**src/rtl/vga_timing_gen_if.sv**
```systemverilog
// Pixel-request / VGA output bundle for vga_timing_gen.
// The generator side is master. The pixel source and the display side are slave.
interface vga_timing_gen_if #(
  parameter int CW   = 10,
  parameter int IN_W = 6
);
  logic            en;
  logic [CW-1:0]   x_out;
  logic [CW-1:0]   y_out;
  logic            fb_en_out;
  logic            draw_en_out;
  logic            frame_start;
  logic            line_start;
  logic [IN_W-1:0] r_in;
  logic [IN_W-1:0] g_in;
  logic [IN_W-1:0] b_in;
  logic            VGA_CLK;
  logic [7:0]      VGA_R;
  logic [7:0]      VGA_G;
  logic [7:0]      VGA_B;
  logic            VGA_HS;
  logic            VGA_VS;
  logic            VGA_DE;

  modport master (
    input  en, r_in, g_in, b_in,
    output x_out, y_out, fb_en_out, draw_en_out, frame_start, line_start,
           VGA_CLK, VGA_R, VGA_G, VGA_B, VGA_HS, VGA_VS, VGA_DE
  );

  modport slave (
    output en, r_in, g_in, b_in,
    input  x_out, y_out, fb_en_out, draw_en_out, frame_start, line_start,
           VGA_CLK, VGA_R, VGA_G, VGA_B, VGA_HS, VGA_VS, VGA_DE
  );
endinterface

```
**src/rtl/vga_timing_gen.sv**
```systemverilog
// VGA raster timing generator. It issues pixel-request coordinates and delays DE and the syncs
// through a PIPE_LAT-stage line, so that they realign with the returned pixel colour.
module vga_timing_gen #(
  parameter int H_ACTIVE = 640,
  parameter int H_FP     = 16,
  parameter int H_SYNC   = 96,
  parameter int H_BP     = 48,
  parameter int V_ACTIVE = 480,
  parameter int V_FP     = 10,
  parameter int V_SYNC   = 2,
  parameter int V_BP     = 33,
  parameter bit HS_POL   = 1'b0,
  parameter bit VS_POL   = 1'b0,
  parameter int PIPE_LAT = 1,
  parameter int IN_W     = 6,
  parameter int CW       = 10
) (
  input  logic clk,
  input  logic rst,
  vga_timing_gen_if.master bus
);
  localparam int H_TOTAL = H_ACTIVE + H_FP + H_SYNC + H_BP;
  localparam int V_TOTAL = V_ACTIVE + V_FP + V_SYNC + V_BP;

  localparam logic [CW-1:0] H_LAST = CW'(H_TOTAL - 1);
  localparam logic [CW-1:0] V_LAST = CW'(V_TOTAL - 1);
  localparam logic [CW-1:0] H_ACT  = CW'(H_ACTIVE);
  localparam logic [CW-1:0] V_ACT  = CW'(V_ACTIVE);
  localparam logic [CW-1:0] HS_BEG = CW'(H_ACTIVE + H_FP);
  localparam logic [CW-1:0] HS_END = CW'(H_ACTIVE + H_FP + H_SYNC);
  localparam logic [CW-1:0] VS_BEG = CW'(V_ACTIVE + V_FP);
  localparam logic [CW-1:0] VS_END = CW'(V_ACTIVE + V_FP + V_SYNC);

  logic [CW-1:0] x, y;
  logic          act;
  logic          de_req, hs_req, vs_req;
  logic          de_dly, hs_dly, vs_dly;
  logic          de_q, hs_q, vs_q;
  logic [7:0]    r_q, g_q, b_q;

  always_ff @(posedge clk or posedge rst) begin
    if (rst) begin
      x <= '0;
      y <= '0;
    end else if (!bus.en) begin
      x <= '0;
      y <= '0;
    end else if (x == H_LAST) begin
      x <= '0;
      y <= (y == V_LAST) ? '0 : y + CW'(1);
    end else begin
      x <= x + CW'(1);
    end
  end

  // Reset also gates the combinational strobes because x and y sit at 0,0 during reset.
  assign act    = bus.en & ~rst;
  assign de_req = act & (x < H_ACT) & (y < V_ACT);
  assign hs_req = act & (x >= HS_BEG) & (x < HS_END);
  assign vs_req = act & (y >= VS_BEG) & (y < VS_END);

  assign bus.x_out       = x;
  assign bus.y_out       = y;
  assign bus.fb_en_out   = de_req;
  assign bus.draw_en_out = (y >= V_ACT);
  assign bus.line_start  = act & (x == '0);
  assign bus.frame_start = act & (x == '0) & (y == '0);
  assign bus.VGA_CLK     = clk;

  generate
    if (PIPE_LAT == 0) begin : g_nodly
      assign de_dly = de_req;
      assign hs_dly = hs_req;
      assign vs_dly = vs_req;
    end else begin : g_dly
      logic [PIPE_LAT-1:0] de_sr, hs_sr, vs_sr;
      always_ff @(posedge clk or posedge rst) begin
        if (rst) begin
          de_sr <= '0;
          hs_sr <= '0;
          vs_sr <= '0;
        end else begin
          de_sr <= PIPE_LAT'({de_sr, de_req});
          hs_sr <= PIPE_LAT'({hs_sr, hs_req});
          vs_sr <= PIPE_LAT'({vs_sr, vs_req});
        end
      end
      assign de_dly = de_sr[PIPE_LAT-1];
      assign hs_dly = hs_sr[PIPE_LAT-1];
      assign vs_dly = vs_sr[PIPE_LAT-1];
    end
  endgenerate

  // Syncs are carried active-high internally. Polarity is applied only at the output register.
  always_ff @(posedge clk or posedge rst) begin
    if (rst) begin
      de_q <= 1'b0;
      hs_q <= !HS_POL;
      vs_q <= !VS_POL;
      r_q  <= '0;
      g_q  <= '0;
      b_q  <= '0;
    end else begin
      de_q <= de_dly;
      hs_q <= hs_dly ^ !HS_POL;
      vs_q <= vs_dly ^ !VS_POL;
      r_q  <= de_dly ? (8'(bus.r_in) << (8 - IN_W)) : '0;
      g_q  <= de_dly ? (8'(bus.g_in) << (8 - IN_W)) : '0;
      b_q  <= de_dly ? (8'(bus.b_in) << (8 - IN_W)) : '0;
    end
  end

  assign bus.VGA_DE = de_q;
  assign bus.VGA_HS = hs_q;
  assign bus.VGA_VS = vs_q;
  assign bus.VGA_R  = r_q;
  assign bus.VGA_G  = g_q;
  assign bus.VGA_B  = b_q;
endmodule

```
**src/flat_wrapper.sv**
```systemverilog
// flat-port wrapper written by rule: the top's interface ports become plain ports
module vga_timing_gen_flat 
#(
  parameter int H_ACTIVE = 640,
  parameter int H_FP     = 16,
  parameter int H_SYNC   = 96,
  parameter int H_BP     = 48,
  parameter int V_ACTIVE = 480,
  parameter int V_FP     = 10,
  parameter int V_SYNC   = 2,
  parameter int V_BP     = 33,
  parameter bit HS_POL   = 1'b0,
  parameter bit VS_POL   = 1'b0,
  parameter int PIPE_LAT = 1,
  parameter int IN_W     = 6,
  parameter int CW       = 10
)
  (clk, rst, bus_en, bus_r_in, bus_g_in, bus_b_in, bus_x_out, bus_y_out, bus_fb_en_out, bus_draw_en_out, bus_frame_start, bus_line_start, bus_VGA_CLK, bus_VGA_R, bus_VGA_G, bus_VGA_B, bus_VGA_HS, bus_VGA_VS, bus_VGA_DE);
  vga_timing_gen_if #(.CW(CW), .IN_W(IN_W)) bus_i ();
  input  logic clk;
  input  logic rst;
  input wire logic [$bits(bus_i.en)-1:0] bus_en;
  input wire logic [$bits(bus_i.r_in)-1:0] bus_r_in;
  input wire logic [$bits(bus_i.g_in)-1:0] bus_g_in;
  input wire logic [$bits(bus_i.b_in)-1:0] bus_b_in;
  output wire logic [$bits(bus_i.x_out)-1:0] bus_x_out;
  output wire logic [$bits(bus_i.y_out)-1:0] bus_y_out;
  output wire logic [$bits(bus_i.fb_en_out)-1:0] bus_fb_en_out;
  output wire logic [$bits(bus_i.draw_en_out)-1:0] bus_draw_en_out;
  output wire logic [$bits(bus_i.frame_start)-1:0] bus_frame_start;
  output wire logic [$bits(bus_i.line_start)-1:0] bus_line_start;
  output wire logic [$bits(bus_i.VGA_CLK)-1:0] bus_VGA_CLK;
  output wire logic [$bits(bus_i.VGA_R)-1:0] bus_VGA_R;
  output wire logic [$bits(bus_i.VGA_G)-1:0] bus_VGA_G;
  output wire logic [$bits(bus_i.VGA_B)-1:0] bus_VGA_B;
  output wire logic [$bits(bus_i.VGA_HS)-1:0] bus_VGA_HS;
  output wire logic [$bits(bus_i.VGA_VS)-1:0] bus_VGA_VS;
  output wire logic [$bits(bus_i.VGA_DE)-1:0] bus_VGA_DE;
  assign bus_i.en = bus_en;
  assign bus_i.r_in = bus_r_in;
  assign bus_i.g_in = bus_g_in;
  assign bus_i.b_in = bus_b_in;
  assign bus_x_out = bus_i.x_out;
  assign bus_y_out = bus_i.y_out;
  assign bus_fb_en_out = bus_i.fb_en_out;
  assign bus_draw_en_out = bus_i.draw_en_out;
  assign bus_frame_start = bus_i.frame_start;
  assign bus_line_start = bus_i.line_start;
  assign bus_VGA_CLK = bus_i.VGA_CLK;
  assign bus_VGA_R = bus_i.VGA_R;
  assign bus_VGA_G = bus_i.VGA_G;
  assign bus_VGA_B = bus_i.VGA_B;
  assign bus_VGA_HS = bus_i.VGA_HS;
  assign bus_VGA_VS = bus_i.VGA_VS;
  assign bus_VGA_DE = bus_i.VGA_DE;
  vga_timing_gen #(.H_ACTIVE(H_ACTIVE), .H_FP(H_FP), .H_SYNC(H_SYNC), .H_BP(H_BP), .V_ACTIVE(V_ACTIVE), .V_FP(V_FP), .V_SYNC(V_SYNC), .V_BP(V_BP), .HS_POL(HS_POL), .VS_POL(VS_POL), .PIPE_LAT(PIPE_LAT), .IN_W(IN_W), .CW(CW)) u_core (.clk(clk), .rst(rst), .bus(bus_i));
endmodule
```
**config.mk**
```make
export PLATFORM = sky130hd
export DESIGN_NAME = vga_timing_gen_flat
export DESIGN_NICKNAME = d
export VERILOG_FILES = /design/src/rtl/vga_timing_gen_if.sv /design/src/rtl/vga_timing_gen.sv /design/src/flat_wrapper.sv
export SDC_FILE = /design/constraint.sdc
export NUM_CORES = 1
export LEC_CHECK = 0
export BUFFER_PORTS_ARGS = -buffer_cell sky130_fd_sc_hd__buf_2
export CORE_ASPECT_RATIO = 0.5
export CORE_MARGIN = 8
export CORE_UTILIZATION = 23
export CTS_CLUSTER_SIZE = 12
export DETAILED_ROUTE_END_ITERATION = 8
export PLACE_DENSITY = 0.54
export SLEW_MARGIN = 15
export SYNTH_ARGS = -nofsm -noshare
export SYNTH_HDL_FRONTEND = slang
export SYNTH_SLANG_ARGS = --single-unit
```
**constraint.sdc**
```tcl
create_clock -name clk -period 2.4 [get_ports clk]
set_input_delay 0.48 -clock clk [delete_from_list [all_inputs] [get_ports clk]]
set_output_delay 0.48 -clock clk [all_outputs]
set_load 0.005 [all_outputs]
```
==> out/results.env <==
RSZ0062_AT_GRT='no'
FINAL_HOLD_VIOL_COUNT=0
SEQ_POWER_SHARE_PCT=40.5
PRECTSSETUPSLACK_NS=0.462
CTS_TREE='done'
CRITPATHKIND='reg2out'
FP.DIEH_MICRONS=82.6
DRTPASS1ITERATIONS=4
WORSTSETUPENDPOINTTYPE='primary output'
TIMING.HOLD.WORST.CLASS='in2async'
POSTSYNTHREGISTERBITS=44
CLKPWRFRAC_PCT=53.2
AVGSYNTHCELLAREA_SQ_UM=11.2
FINAL_CELL_COUNT_NO_FILL=369
GRT_PASS1_VIAS=1687
COMB_POWER_SHARE_PCT=6.2
YOSYS.CELL_TYPES.COUNT=47
VDD_DROP_MAX_mV=0.293
RESULT_OF_THE_RUN='finished clean'
DRT_WL_TOTAL_MICRONS=5230
CLK-INSERTION-DELAY-LATE_NS=0.39
ASYNC_FLOP_SHARE_PCT=100
FINALWORSTPATHREQUIREDPERIOD_NS=2.31
CTSRESIZECOUNT=0
NUMBER_OF_ANTENNA_VIOLATIONS_AT_THE_FIRST_CHECK_IN_GLOBAL_ROUTING=0
TIMING.FINAL.SETUP_VIOLATIONS=0
SKEW_NS=0.00368
FMAX_MHz=433
IO-PIN-COUNT=73
GR_OVERFLOW_TOTAL=0
YOSYSSEQAREASHARE_PCT=54.0
GATE_COUNT_AFTER_TECHNOLOGY_MAPPING=183
START_UTIL_PCT=23.5
FIN_WS_NS=0.0916
DRC=0
MAX_CAP_VIOLATIONS=0
FINAL_LAYOUT_SIZE_SUFFIX_GT1_SHARE_PCT=36.9
NUM-FILL-CELLS=892
FINALCRITPERIODSHARE_PCT=96.2
FINALWEIGHTEDCONGESTION=0.819
SWITCHING_POWER_uW=394
LAYOUT.CORE_UTILIZATION_PCT=31.2
YS.FLOP_TYPE='sky130_fd_sc_hd__dfrtp_1'
FINISH.NET_COUNT=276
CRITPATHMAXFANOUT=5
NUMBER_OF_ANTENNA_REPAIR_DIODES=0
VIAS_PER_CELL=4.33
REQUIRED_TIME_OF_THE_CRITICAL_PATH_NS=1.92
NUMBER_OF_ENABLE_TYPE_REGISTER_CELLS_IN_THE_SYNTHESIZED_NETLIST=0
FIRST_ITER_VIOLATIONS=51
LAYOUT_COMMON_CELLS='sky130_fd_sc_hd__buf_2 (66), sky130_fd_sc_hd__dfrtp_1 (42), sky130_fd_sc_hd__and2_1 (20), sky130_fd_sc_hd__nor2_1 (11), sky130_fd_sc_hd__inv_1 (10)'
LAYOUT.CELLS.MOST_COMMON='sky130_fd_sc_hd__buf_2'
AREA.GROWTH.SYNTH_TO_FINAL_PCT=32.6
NUMBER_OF_SLEW_LIMIT_VIOLATIONS_IN_THE_FINAL_REPORT=0
CELLLEAKAGEPOWER_uW=0.00134
WIDTH_OF_THE_DIE_MICRONS=149
GRTUSAGETOTAL_PCT=8.74
CRITPATHSLOWESTCELL='sky130_fd_sc_hd__or4_4'
YOSYSWARNINGS=0
CRITPATHMAXSTAGEDELAY_NS=0.59
DP.FINAL_HPWL_MICRONS=3970
POWER.SHARE.SWITCHING_PCT=20.5
PORT_BUFFERS=66
CTS.CLK_SLEW.WORST_PATHS_NS=0.06
POWER_DENSITY_nW_PER_UM2=711
GRT_START_MAX_NET_PINS=26
CELL_INTERNAL_POWER_DISSIPATION_uW=1530
CRIT_PATH_START_KIND='register'
COREAREA_SQ_UM=8680
SYNTH.CELL_AREA_SQ_UM=2040
FIN_TNS_SETUP_NS=0
AVGROUTEDWIREPERCELL_MICRONS=14.2
ROW_COUNT=24
POSTROUTEANTENNANETS=0
CTS_HOLD_REPAIR.BUFFERS=0
CRIT_PATH_CELL_TRACE='or4_4, and4bb_2, buf_2'
TOTAL_POWER_uW=1920
PLACEDCELLCOUNT=358
NUM_VIAS=1596
DIE_AREA_SQ_UM=12300
GLOBAL_ROUTE_WIRE_LENGTH_BEFORE_REPAIR_MICRONS=8480
CP_DATA_ARRIVAL_TIME_NS=1.83
CTS_SETUP_BUFFERS=0
power by group through the flow:
stage / Sequential [uW] / Combinational, uW / Clock (uW)
final: 779 / 120 / 1020
after global routing: 783 / 137 / 1100
after CTS: 780 / 122 / 1060
after floorplan: 791 / 66.7 / 27.0
after detailed placement: 793 / 122 / 18.1
after global placement: 792 / 121 / 18.1
worst max-delay path: cells and delay by family (launching register included):
kind / cells / cell delay [ns]
and+or+nand+nor: 2 / 0.90
buffers and inverters: 1 / 0.11
DFF: 1 / 0.43
path summary, 6_finish.rpt:
kind / slack [ns] / cells past startpoint / to / startpoint
max: 0.09 / 3 / bus_frame_start / u_core.bus.y_out[7]
min: 0.10 / 2 / u_core.bus.x_out[6] / rst
max reg2reg: 0.47 / 6 / u_core.bus.y_out[7] / u_core.bus.y_out[0]
min reg2reg: 0.35 / 1 / u_core.bus.VGA_HS / u_core.g_dly.hs_sr
max in group asynchronous: 1.74 / 3 / u_core.bus.VGA_HS / rst
min in group clk: 0.30 / 2 / u_core.bus.VGA_B[4] / bus_b_in[2]
Yosys cell counts, drive strengths merged, types with 2 or more instances:
cell	n	area, sq um
and2	20	125
and3	4	25.0
and4	2	17.5
buf	8	57.6
clkbuf	5	28.8
dfrtp	42	1050
dfstp	2	52.6
ha	4	50.1
inv	11	41.3
mux2	2	22.5
nand2	5	18.8
nand2b	3	26.3
nand3	6	35.0
nand4	6	37.5
nor2	11	41.3
nor3	9	45.0
nor4	4	25.0
nor4b	2	32.5
o211ai	3	22.5
o21a	2	15.0
o21ai	2	10.0
o31ai	6	58.8
xnor2	6	52.6
xor2	2	17.5
layer usage:
metal	up-vias	GRT usage (%)	wire length (microns)
li1	756	-	-
met1	797	9.18	2080
met2	36	16.1	2850
met3	7	2.45	207
met4	0	4.90	78
met5	-	0	0
registers in the layout, indices dropped and copies added, names as in the netlist:
name,flops
u_core.g_dly.vs_sr,1
u_core.bus.VGA_VS,1
u_core.bus.x_out,10
u_core.bus.y_out,10
u_core.bus.VGA_R,6
u_core.de_dly,1
u_core.bus.VGA_B,6
u_core.bus.VGA_DE,1
u_core.bus.VGA_G,6
u_core.bus.VGA_HS,1
u_core.g_dly.hs_sr,1
cell type report:
cell class | instances | area [sq um] | area share [%]
tap | 117 | 146 | 5.41
inverter | 11 | 41.3 | 1.52
timing repair buffer | 66 | 345 | 12.8
clock inverter | 2 | 35.0 | 1.29
multi-input combinational | 119 | 827 | 30.5
clock buffer | 10 | 209 | 7.72
sequential | 44 | 1100 | 40.8
through the flow:
step | cell area (sq um) | hold WS, ns
after global routing | 2710 | 0.138
after detailed placement | 2460 | 0.345
final | 2710 | 0.103
after floorplan | 2060 | 0.337
after CTS | 2700 | 0.112
after global placement | 2460 | 0.341
logic make-up after synthesis:
logic type / count (synthesis) / share of synthesized area (%)
buffers and inverters: 25 / 6.68
AOI/OAI and AO/OA: 20 / 8.03
and+or+nand+nor: 78 / 23.6
adders and majority gates: 4 / 2.45
xor gates and xnor gates: 8 / 3.43
other: 1 / 0.184
muxes: 3 / 1.59
DFF: 44 / 54.0
(Power assumes the default switching activity.)
